===== src/rtl/ibex_multdiv_arb_pkg.sv =====
// ibex_multdiv_arb_pkg
// Shared types and constants for the multiply/divide sequencer-arbiter.
//   md_op_e      : operator encoding as seen by ibex_multdiv_slow
//   arb_state_e  : sequencer states
//   DIV0_QUOTIENT: quotient returned for a divide by zero
//   MAX_REQ      : largest supported number of requesters
package ibex_multdiv_arb_pkg;

  typedef enum logic [1:0] {
    MD_OP_MULL = 2'd0,
    MD_OP_MULH = 2'd1,
    MD_OP_DIV  = 2'd2,
    MD_OP_REM  = 2'd3
  } md_op_e;

  typedef enum logic [1:0] {
    IDLE = 2'd0,
    BUSY = 2'd1,
    RESP = 2'd2
  } arb_state_e;

  localparam logic [31:0] DIV0_QUOTIENT = 32'hFFFF_FFFF;
  localparam int          MAX_REQ       = 8;

  // DIV and REM run on the divider; MULL and MULH on the multiplier.
  function automatic logic is_div_op(md_op_e op);
    return (op == MD_OP_DIV) || (op == MD_OP_REM);
  endfunction

endpackage


===== src/rtl/ibex_rr_arbiter.sv =====
// ibex_rr_arbiter
// Combinational round-robin picker: grants the first set request strictly
// after the last winner, wrapping around.
//   req_i  : per-requester request vector
//   last_i : index of the previous winner
//   gnt_o  : one-hot grant (zero when no request is set)
//   idx_o  : index of the granted requester (0 when no request is set)
module ibex_rr_arbiter #(
  parameter int NUM_REQ = 2,
  localparam int IDX_W  = $clog2(NUM_REQ)
) (
  input  logic [NUM_REQ-1:0] req_i,
  input  logic [IDX_W-1:0]   last_i,
  output logic [NUM_REQ-1:0] gnt_o,
  output logic [IDX_W-1:0]   idx_o
);

  // First pass finds the lowest set request (the wrap-around winner); the
  // second pass overrides it with the lowest request above last_i if any.
  always_comb begin
    idx_o = '0;
    for (int i = NUM_REQ - 1; i >= 0; i--) begin
      if (req_i[i]) idx_o = IDX_W'(i);
    end
    for (int i = NUM_REQ - 1; i >= 0; i--) begin
      if (req_i[i] && (IDX_W'(i) > last_i)) idx_o = IDX_W'(i);
    end
    gnt_o = '0;
    for (int i = 0; i < NUM_REQ; i++) begin
      gnt_o[i] = (|req_i) && (idx_o == IDX_W'(i));
    end
  end

endmodule


===== src/rtl/ibex_multdiv_arb.sv =====
// ibex_multdiv_arb
// Shares one ibex_multdiv_slow between NUM_REQ requesters. One request is
// latched at a time, the unit enable is held until completion (or kill) and
// the result is returned to the owner as a one-cycle pulse.
// Ports:
//   clk_i, rst_i             : clock, asynchronous active-high reset
//   req_i/operator_i/signed_mode_i/op_a_i/op_b_i : per-requester request
//   kill_i                   : abort the in-flight operation
//   gnt_o                    : one-hot grant pulse (combinational, IDLE only)
//   rsp_valid_o/rsp_result_o : one-hot response pulse and data
//   busy_o                   : high while not IDLE
//   md_*_o, md_valid_i, md_result_i : interface to the shared unit
// Optional feature: define MULTDIV_ARB_DIV0_BYPASS_EN to answer DIV/REM by
// zero directly without enabling the unit.
module ibex_multdiv_arb
  import ibex_multdiv_arb_pkg::*;
#(
  parameter int NUM_REQ = 2
) (
  input  logic                 clk_i,
  input  logic                 rst_i,
  input  logic [NUM_REQ-1:0]   req_i,
  input  logic [2*NUM_REQ-1:0] operator_i,
  input  logic [2*NUM_REQ-1:0] signed_mode_i,
  input  logic [32*NUM_REQ-1:0] op_a_i,
  input  logic [32*NUM_REQ-1:0] op_b_i,
  input  logic                 kill_i,
  output logic [NUM_REQ-1:0]   gnt_o,
  output logic [NUM_REQ-1:0]   rsp_valid_o,
  output logic [31:0]          rsp_result_o,
  output logic                 busy_o,
  output logic                 md_mult_en_o,
  output logic                 md_div_en_o,
  output logic [1:0]           md_operator_o,
  output logic [1:0]           md_signed_mode_o,
  output logic [31:0]          md_op_a_o,
  output logic [31:0]          md_op_b_o,
  input  logic                 md_valid_i,
  input  logic [31:0]          md_result_i
);

  localparam int IDX_W = $clog2(NUM_REQ);

  arb_state_e       state_q, state_d;
  logic [IDX_W-1:0] last_q, last_d;
  logic [IDX_W-1:0] owner_q, owner_d;
  md_op_e           op_q, op_d;
  logic [1:0]       signed_q, signed_d;
  logic [31:0]      a_q, a_d;
  logic [31:0]      b_q, b_d;
  logic [31:0]      result_q, result_d;

  logic [NUM_REQ-1:0] arb_gnt;
  logic [IDX_W-1:0]   arb_idx;
  md_op_e             req_op;
  logic [1:0]         req_signed;
  logic [31:0]        req_a;
  logic [31:0]        req_b;

  ibex_rr_arbiter #(
    .NUM_REQ(NUM_REQ)
  ) u_rr_arbiter (
    .req_i (req_i),
    .last_i(last_q),
    .gnt_o (arb_gnt),
    .idx_o (arb_idx)
  );

  // Select the winning requester's operation fields.
  always_comb begin
    req_op     = MD_OP_MULL;
    req_signed = '0;
    req_a      = '0;
    req_b      = '0;
    for (int i = 0; i < NUM_REQ; i++) begin
      if (arb_idx == IDX_W'(i)) begin
        req_op     = md_op_e'(operator_i[2*i +: 2]);
        req_signed = signed_mode_i[2*i +: 2];
        req_a      = op_a_i[32*i +: 32];
        req_b      = op_b_i[32*i +: 32];
      end
    end
  end

  // Sequencer next-state logic. Kill wins over a same-cycle completion.
  always_comb begin
    state_d  = state_q;
    last_d   = last_q;
    owner_d  = owner_q;
    op_d     = op_q;
    signed_d = signed_q;
    a_d      = a_q;
    b_d      = b_q;
    result_d = result_q;
    unique case (state_q)
      IDLE: begin
        if (|req_i) begin
          last_d   = arb_idx;
          owner_d  = arb_idx;
          op_d     = req_op;
          signed_d = req_signed;
          a_d      = req_a;
          b_d      = req_b;
          state_d  = BUSY;
`ifdef MULTDIV_ARB_DIV0_BYPASS_EN
          if (is_div_op(req_op) && (req_b == '0)) begin
            result_d = (req_op == MD_OP_DIV) ? DIV0_QUOTIENT : req_a;
            state_d  = RESP;
          end
`endif
        end
      end
      BUSY: begin
        if (kill_i) begin
          state_d = IDLE;
        end else if (md_valid_i) begin
          result_d = md_result_i;
          state_d  = RESP;
        end
      end
      RESP: state_d = IDLE;
      default: state_d = IDLE;
    endcase
  end

  always_ff @(posedge clk_i or posedge rst_i) begin
    if (rst_i) begin
      state_q  <= IDLE;
      last_q   <= IDX_W'(NUM_REQ - 1);
      owner_q  <= '0;
      op_q     <= MD_OP_MULL;
      signed_q <= '0;
      a_q      <= '0;
      b_q      <= '0;
      result_q <= '0;
    end else begin
      state_q  <= state_d;
      last_q   <= last_d;
      owner_q  <= owner_d;
      op_q     <= op_d;
      signed_q <= signed_d;
      a_q      <= a_d;
      b_q      <= b_d;
      result_q <= result_d;
    end
  end

  // Grant is masked by reset so every output reads zero while reset is held.
  assign gnt_o            = ((state_q == IDLE) && !rst_i) ? arb_gnt : '0;
  assign busy_o           = (state_q != IDLE);
  assign md_mult_en_o     = (state_q == BUSY) && !is_div_op(op_q);
  assign md_div_en_o      = (state_q == BUSY) && is_div_op(op_q);
  assign md_operator_o    = op_q;
  assign md_signed_mode_o = signed_q;
  assign md_op_a_o        = a_q;
  assign md_op_b_o        = b_q;
  assign rsp_result_o     = (state_q == RESP) ? result_q : '0;

  always_comb begin
    rsp_valid_o = '0;
    for (int i = 0; i < NUM_REQ; i++) begin
      rsp_valid_o[i] = (state_q == RESP) && (owner_q == IDX_W'(i));
    end
  end

endmodule


===== config.mk =====
export PLATFORM = sky130hd
export DESIGN_NAME = ibex_multdiv_arb
export DESIGN_NICKNAME = d
export VERILOG_FILES = /design/src/rtl/ibex_multdiv_arb_pkg.sv /design/src/rtl/ibex_rr_arbiter.sv /design/src/rtl/ibex_multdiv_arb.sv
export SDC_FILE = /design/constraint.sdc
export NUM_CORES = 1
export LEC_CHECK = 0
export ABC_AREA = 0
export CORE_UTILIZATION = 35
export CTS_CLUSTER_SIZE = 16
export DETAILED_ROUTE_END_ITERATION = 10
export PLACE_DENSITY = 0.85
export SLEW_MARGIN = 30
export SYNTH_ARGS = -nofsm -noshare
export SYNTH_HDL_FRONTEND = slang
export SYNTH_SLANG_ARGS = --single-unit

===== constraint.sdc =====
create_clock -name clk_i -period 3.1 [get_ports clk_i]
set_input_delay 0.31 -clock clk_i [delete_from_list [all_inputs] [get_ports clk_i]]
set_output_delay 0.31 -clock clk_i [all_outputs]
set_load 0.02 [all_outputs]

## Yosys cells after proc, flatten, opt, wreduce, memory -nomap -nowiden

Index checks and enable logic that the tools add are counted.
W data, S select, Z words.

- Register bits: 104
- Input port bits: 174
- Output and inout port bits: 107
- Word-level logic and storage cells: 51

- $lt $le $gt $ge: 2
- Eq/ne operators: 6
- Muxes and demuxes: 14
- Bitwise logic cells: 3
- Reductions and logical operators: 18

Operators by type and width:

| kind | count |
|---|---|
| $mux W32 | 3 |
| $mux W2 | 6 |
| $logic_and A1 B1 Y1 | 9 |
| $eq A2 B2 Y1 const B | 3 |
| $mux W1 | 4 |
| $pmux W2 S2 | 1 |
| $reduce_and A2 Y1 | 2 |
| $ne A3 B3 Y1 const B | 1 |
| $not A1 Y1 | 3 |
| $reduce_and A3 Y1 | 1 |
| $eq A2 B1 Y1 const B | 1 |
| $gt A1 B1 Y1 const A | 2 |
| $logic_not A1 Y1 | 2 |
| $logic_not A2 Y1 | 1 |
| $ne A2 B2 Y1 const B | 1 |
| $reduce_bool A2 Y1 | 1 |
| $reduce_or A2 Y1 | 1 |
| $logic_or A1 B1 Y1 | 1 |

## Longest topological paths before layout

Gate-level depths: netlist of run 1.

- Word-level depth: 7
- Gate-level depth with buffers: 7
- Depth with buffers taken out: 3

## Hierarchy

A second synthesis of run 1 with hierarchy kept.

- Cell total of the unflattened synthesis: 348
- Area total of the unflattened synthesis: 5,026.1 um^2

Modules (own cells, without submodules):

| module | times used | cells an instance | area each (um^2) | sequential area each (um^2) |
|---|---|---|---|---|
| ibex_multdiv_arb | 1 | 344 | 4,999.8 | 2,603.7 |
| ibex_rr_arbiter | 1 | 4 | 26.3 | 0.0 |

## Worst setup path before layout of run 1

No wires, ideal clock.

- Path kind: reg-to-output
- From: register state_q[0]
- To: output gnt_o[1]
- Arrival: 1.619 ns
- Data required time: 2.790 ns
- Setup slack: 1.171 ns
- Stages on the path, launching flop included: 6
- Path buffers: 2
- Path through: dfrtp_1 nor2_1 buf_2 buf_1 inv_1 nor3_1

- Word-level cells in the longest chain between the ends: 3

RTL lines:

| element | RTL line | source |
|---|---|---|
| from (decl) | ibex_multdiv_arb.sv:44 | `arb_state_e state_q, state_d;` |
| from (signal assigned) | ibex_multdiv_arb.sv:137 | `state_q <= state_d;` |
| $logic_not A2 Y1 | ibex_multdiv_arb.sv:149 | `assign gnt_o = ((state_q == IDLE) && !rst_i) ? arb_gnt : '0;` |
| $logic_and A1 B1 Y1 | ibex_multdiv_arb.sv:149 |  |
| $mux W2 | ibex_multdiv_arb.sv:149 |  |
| to (decl) | ibex_multdiv_arb.sv:28 | `output logic [NUM_REQ-1:0] gnt_o,` |

No other way between the ends.

## Final worst setup path of run 1

Ends and elaborated chain as after synthesis.

==> results_dict.tcl, run 1 <==
set metrics [dict create \
    ant_nets 0 \
    hold_buffers 0 \
    clkLatencyLatePin_ns 0.34 \
    grt_pass1_vias 4693 \
    synth.area.top_cells "dfrtp_1 (53%), nand2_1 (11%), a31oi_1 (7.6%), a21oi_1 (7.1%), mux2_2 (6.9%)" \
    cp-end-kind "primary output" \
    place_congestion 0.782 \
    final_cells 946 \
    pwr-share-clk_pct 16.5 \
    htreeDepth 3 \
    max_slew.worst_pin.slew_ns 0.748 \
    dp_hpwl_um 10900 \
    grt_max_degree 70 \
    cp.required_ns 2.79 \
    cts_resized 0 \
    drt_iter0_markers 194 \
    seqPwrFrac_pct 36.2 \
    vias 4786 \
    critPathKind "reg2out" \
    final_max_slew_viol_count 0 \
    cts_tree "done" \
    route.detailed.drc 0 \
    finalNetCount 939 \
    post-place-cells 930 \
    synth_warnings 0 \
    core_area_um2 13400 \
    synth_most_common_cell "nand2_1" \
    crit_family "buffers and inverters" \
    seq_area_frac_synth_pct 53.4 \
    synth-edff-count 0 \
    postCtsSetupBuffers 0 \
    cts_buffers 9 \
    final_hold_viol_count 0 \
    io_pins 281 \
    clock_skew_ns 0.00558 \
    rows 42 \
    grtUsageTotal_pct 21.5 \
    final-setup-viol-count 0 \
    avgSynthCellArea_um2 9.61 \
    final_util_pct 60.4 \
    firstDrtPassIters 4 \
    ff2ff_setup_slack_ns 1.29 \
    cts.sinks 104 \
    combPwrFrac_pct 47.4 \
    cp_max_fo 26 \
    grt-ovfl-total 0 \
    swShare_pct 37.0 \
    ys_async_sr_fraction_pct 100 \
    cts.reportedPaths.clkPinSlew_ns 0.07 \
    crit_slowest_cell "clkdlybuf4s50_1" \
    internal_power_mw 4.16 \
    final-seq-area_um2 2600 \
    drive_gt1_share_pct 9.64 \
    yosys-top-cells-count "nand2_1 (137), dfrtp_1 (103), a21oi_1 (69)" \
    die_area_um2 14400 \
    multi_input_area_um2 2050 \
    synth_cell_type_count 26 \
    fin_crit_ns 2.43 \
    tns_ns 0 \
    cellPowerDensity_nw_per_um2 815 \
    root_buffer "clkbuf_16" \
    grt_first_pass_wirelength_um 24200 \
    die_y_um 120 \
    yosys.area.top_type "dfrtp_1" \
    cp_data_arrival_time_ns 2.12 \
    port_buffers 280 \
    netlist_instances 507 \
    finalWirelength_um 15300 \
    antenna_found_initial 2 \
    initial_core_util_pct 36.4 \
    vdd_drop_max_mv 0.419 \
    syn_area_um2 4870 \
    viasPerCell 5.06 \
    wl_per_cell_um 16.2 \
    leakagePower_nw 3.25 \
    max_cap_viol_count 0 \
    syn_to_final_growth_pct 65.9 \
    p_switching_mw 2.44 \
    cp_num_buf_inv 3 \
    die_x_um 120 \
    synth_flop_cell "dfrtp_1" \
    post-route-period-util_pct 78.4 \
    max_freq_ghz 0.411 \
    fin_area_um2 8090 \
    netlist.area_leader.share_pct 52.9 \
    worstHoldPathType "in2async" \
    path_cells "nor2_4 -> buf_4 -> inv_1 -> nor3_1 -> clkdlybuf4s50_1" \
    maxSlewHeadroom_pct 50.1 \
    synthesis.nets 681 \
    rsz0062_at_grt "no" \
    critPathMaxStageDelay_ns 0.65 \
    yosys_register_bits 104 \
    nFillCells 1143 \
    cp-start-kind "flip-flop" \
    place_area_um2 7800 \
    clk_path_buf_depth 2 \
    status "finished clean" \
]
layout make-up:
cell class                 instances  area share, %
timing repair buffer             292           36.1
sequential                       104           32.2
clock inverter                     2          0.186
tap                              176           2.72
antenna                            2         0.0619
inverter                           3          0.170
clock buffer                      12           3.29
multi-input combinational        355           25.3
cells in the final DEF, fill, tap and decap left out:
master,instances
a21bo_2,1
a21boi_4,1
a21oi_1,69
a22o_1,1
a31oi_1,59
a31oi_2,10
and2_1,33
and2_4,1
buf_12,2
buf_4,10
clkbuf_16,9
clkbuf_8,3
clkdlybuf4s50_1,280
clkinvlp_4,2
dfrtp_1,103
dfstp_2,1
diode_2,2
inv_1,2
inv_4,1
mux2_1,2
mux2_2,30
nand2_1,137
nand2b_1,1
nor2_1,2
nor2_4,1
nor2b_1,2
nor3_1,2
nor3b_4,1
o31ai_1,1
or2_2,1
cell families after synthesis:
group	count (synthesis)	synth area share, %
and+or+nand+nor	181	16.3
AOI/OAI and AO/OA	142	18.0
DFF	104	53.4
buffers and inverters	48	4.90
muxes	32	7.39
layer usage:
| layer | vias to the layer above | GRT usage [%] | wire length (um) |
|---|---|---|---|
| met5 | - | 0 | 0 |
| met4 | 0 | 9.77 | 495 |
| met3 | 40 | 6.89 | 1420 |
| met2 | 243 | 37.2 | 7380 |
| met1 | 2245 | 24.1 | 6030 |
| li1 | 2258 | - | - |
metrics by stage:
stage	total power, mW	hold slack [ns]	worst slack, ns
3_3_place_gp	5.47	0.463	0.871
2_1_floorplan	4.01	0.373	0.0595
3_5_place_dp	5.55	0.472	0.831
6_report	6.60	0.261	0.670
4_1_cts	6.66	0.254	0.652
5_1_grt	6.99	0.288	0.512
flip-flops by register name, summed over array words and instances, names as in the netlist:
register,cells
last_q,1
state_q,2
md_op_a_o,32
md_signed_mode_o,2
owner_q,1
md_op_b_o,32
md_operator_o,2
result_q,32
worst paths after layout:
kind                              start  cells past startpoint      endpoint
setup / recovery             state_q[0]                      5      gnt_o[1]
hold / removal                    rst_i                      2  result_q[22]
setup reg to reg             state_q[1]                      4  result_q[13]
hold reg to reg            result_q[19]                      1  result_q[19]
max in group asynchronous         rst_i                      3  md_op_a_o[9]
min in group clk_i         result_q[19]                      1  result_q[19]
worst reg2reg max path: cells and delay by family (launching register included):
family / cells / cell delay, ns
AND/OR/NAND/NOR: 2 / 0.48
multiplexers: 1 / 0.41
buffers and inverters: 1 / 0.40
flip-flops: 1 / 0.41
power groups by stage:
stage / Combinational [mW] / Clock, mW / Sequential (mW)
4_1_cts: 3.16 / 1.12 / 2.39
3_3_place_gp: 3.11 / 0 / 2.36
6_report: 3.12 / 1.09 / 2.39
2_1_floorplan: 1.13 / 0 / 2.88
5_1_grt: 3.34 / 1.17 / 2.48
3_5_place_dp: 3.15 / 0 / 2.40
No activity file was read; power rests on OpenSTA's default activity.
==> run 2, diff against run 1 <==
PLACE_DENSITY = 0.82   (was 0.85)
clock period = 2.3 ns   (was 3.1 ns; I/O delays follow)
==> run 2 against run 1 <==
Net effect:
- register-to-register slack got worse by 0.88 ns
- total power increased by 35%
- worst hold slack got worse by 0.047 ns
- die area unchanged
- largest power group unchanged
==> results_dict.tcl, run 2 (same netlist as run 1, synthesis figures left out) <==
set metrics [dict create \
    status "finished clean" \
    place_congestion 0.773 \
    mostFrequentLayoutCells "clkdlybuf4s50_1 (275), nand2_1 (137), dfrtp_1 (103)" \
    route.detailed.drc 0 \
    path_cells "nor2b_2 -> buf_6 -> and2_1 -> clkdlybuf4s50_1" \
    post-place-cells 932 \
    final_max_slew_viol_count 0 \
    cts.sinks 104 \
    final_hold_viol_count 0 \
    grt_pass1_vias 4712 \
    worstHoldPathType "in2async" \
    worstSetupStartpoint "state_q[0]" \
    initial_core_util_pct 36.4 \
    dp_hpwl_um 11200 \
    critPathMaxStageDelay_ns 0.61 \
    final_common_cell "clkdlybuf4s50_1" \
    cp_max_fo 30 \
    final_cells 948 \
    cts_buffers 9 \
    crit_family "buffers and inverters" \
    cp-end-kind "primary output" \
    drt_iter0_markers 208 \
    rr_worst_depth 5 \
    antenna_cells 0 \
    crit_slowest_cell "clkdlybuf4s50_1" \
    die_area_um2 14400 \
    clkLatencyLatePin_ns 0.34 \
    cp_num_buf_inv 2 \
    cellPowerDensity_nw_per_um2 1090 \
    antenna_found_initial 0 \
    maxSlewHeadroom_pct 50.0 \
    reg2reg_from "state_q[0]" \
    die_y_um 120 \
    port_buffers 280 \
    cp_data_arrival_time_ns 1.97 \
    holdWs_ns 0.215 \
    cp.required_ns 2.07 \
    critPathKind "reg2out" \
    hold_buffers 0 \
    root_buffer "clkbuf_16" \
    cp-start-kind "flip-flop" \
    leakagePower_nw 3.35 \
    cts_tree "done" \
    finalNetCount 941 \
    drive_gt1_share_pct 10.2 \
    viasPerCell 5.04 \
    cp.depth 4 \
    max_freq_ghz 0.456 \
    grt_max_degree 70 \
    finalWirelength_um 15600 \
    clk_path_buf_depth 2 \
    htreeDepth 3 \
    grtUsageTotal_pct 22.3 \
    io_pins 281 \
    clock_skew_ns 0.00548 \
    final_util_pct 60.9 \
    grt-ovfl-total 0 \
    tns_ns 0 \
    core_area_um2 13400 \
    die_x_um 120 \
    vias 4774 \
    wl_per_cell_um 16.5 \
    post-route-period-util_pct 95.4 \
    cts.reportedPaths.clkPinSlew_ns 0.07 \
    max_slew.worst_pin.slew_ns 0.750 \
    final-setup-viol-count 0 \
    vdd_drop_max_mv 0.506 \
    ff2ff_setup_slack_ns 0.41 \
    rows 42 \
    syn_to_final_growth_pct 67.5 \
    rsz0062_at_grt "no" \
    grt_first_pass_wirelength_um 24900 \
    max_cap_viol_count 0 \
    fin_crit_ns 2.20 \
    firstDrtPassIters 5 \
    ant_nets 0 \
]
==> run 2: metal layers <==
| layer | vias to the layer above | track usage, % | share of wire, % |
|---|---|---|---|
| met2 | 227 | 37.6 | 49 |
| li1 | 2268 | - | - |
| met4 | 0 | 7.03 | 1.7 |
| met3 | 17 | 6.99 | 9.4 |
| met5 | - | 0 | 0 |
| met1 | 2262 | 27.0 | 40 |
==> run 2: final timing paths <==
path                                    end
min in group clk_i            md_op_a_o[11]
hold / removal                 md_op_b_o[9]
setup / recovery           rsp_result_o[16]
max in group asynchronous      md_op_a_o[7]
setup reg to reg              md_op_b_o[25]
hold reg to reg                result_q[23]
==> run 2: final cells by class <==
type | count | area, um^2
fillers | 1131 | 5240
repair buffers | 294 | 3000
flip-flops and latches | 104 | 2600
multi-input cells | 355 | 2050
clock buffers | 9 | 225
well taps | 176 | 220
clock inverters | 7 | 53.8
inverters | 3 | 15.0
==> run 2: metrics by stage <==
stage          cell area, um^2  setup slack [ns]  power, mW
6_report                  8160             0.105       8.94
5_1_grt                   8160           0.00617       9.48
4_1_cts                   8150            0.0224       9.02
3_5_place_dp              7870            -0.114       7.54
3_3_place_gp              7870           -0.0446       7.44
2_1_floorplan             4880             0.451       5.41
==> run 2: report_power, final <==
part           total [mW]  internal (mW)  switching [mW]
clock                1.46          0.745           0.716
combinational        4.26           2.10            2.16
sequential           3.22           2.72           0.493
==> run 2: timing repair <==
action,in CTS,in global routing
resized for setup,1,6
setup endpoints to repair,1,30
buffers inserted,0,0
pin swaps,0,0
==> run 2: worst reg2reg max path: stages, from the launching register on <==
cell,delay [ns]
dfrtp_1,0.44
nor2_4,0.22
buf_4,0.37
and2_4,0.34
buf_12,0.25
a31oi_1,0.14
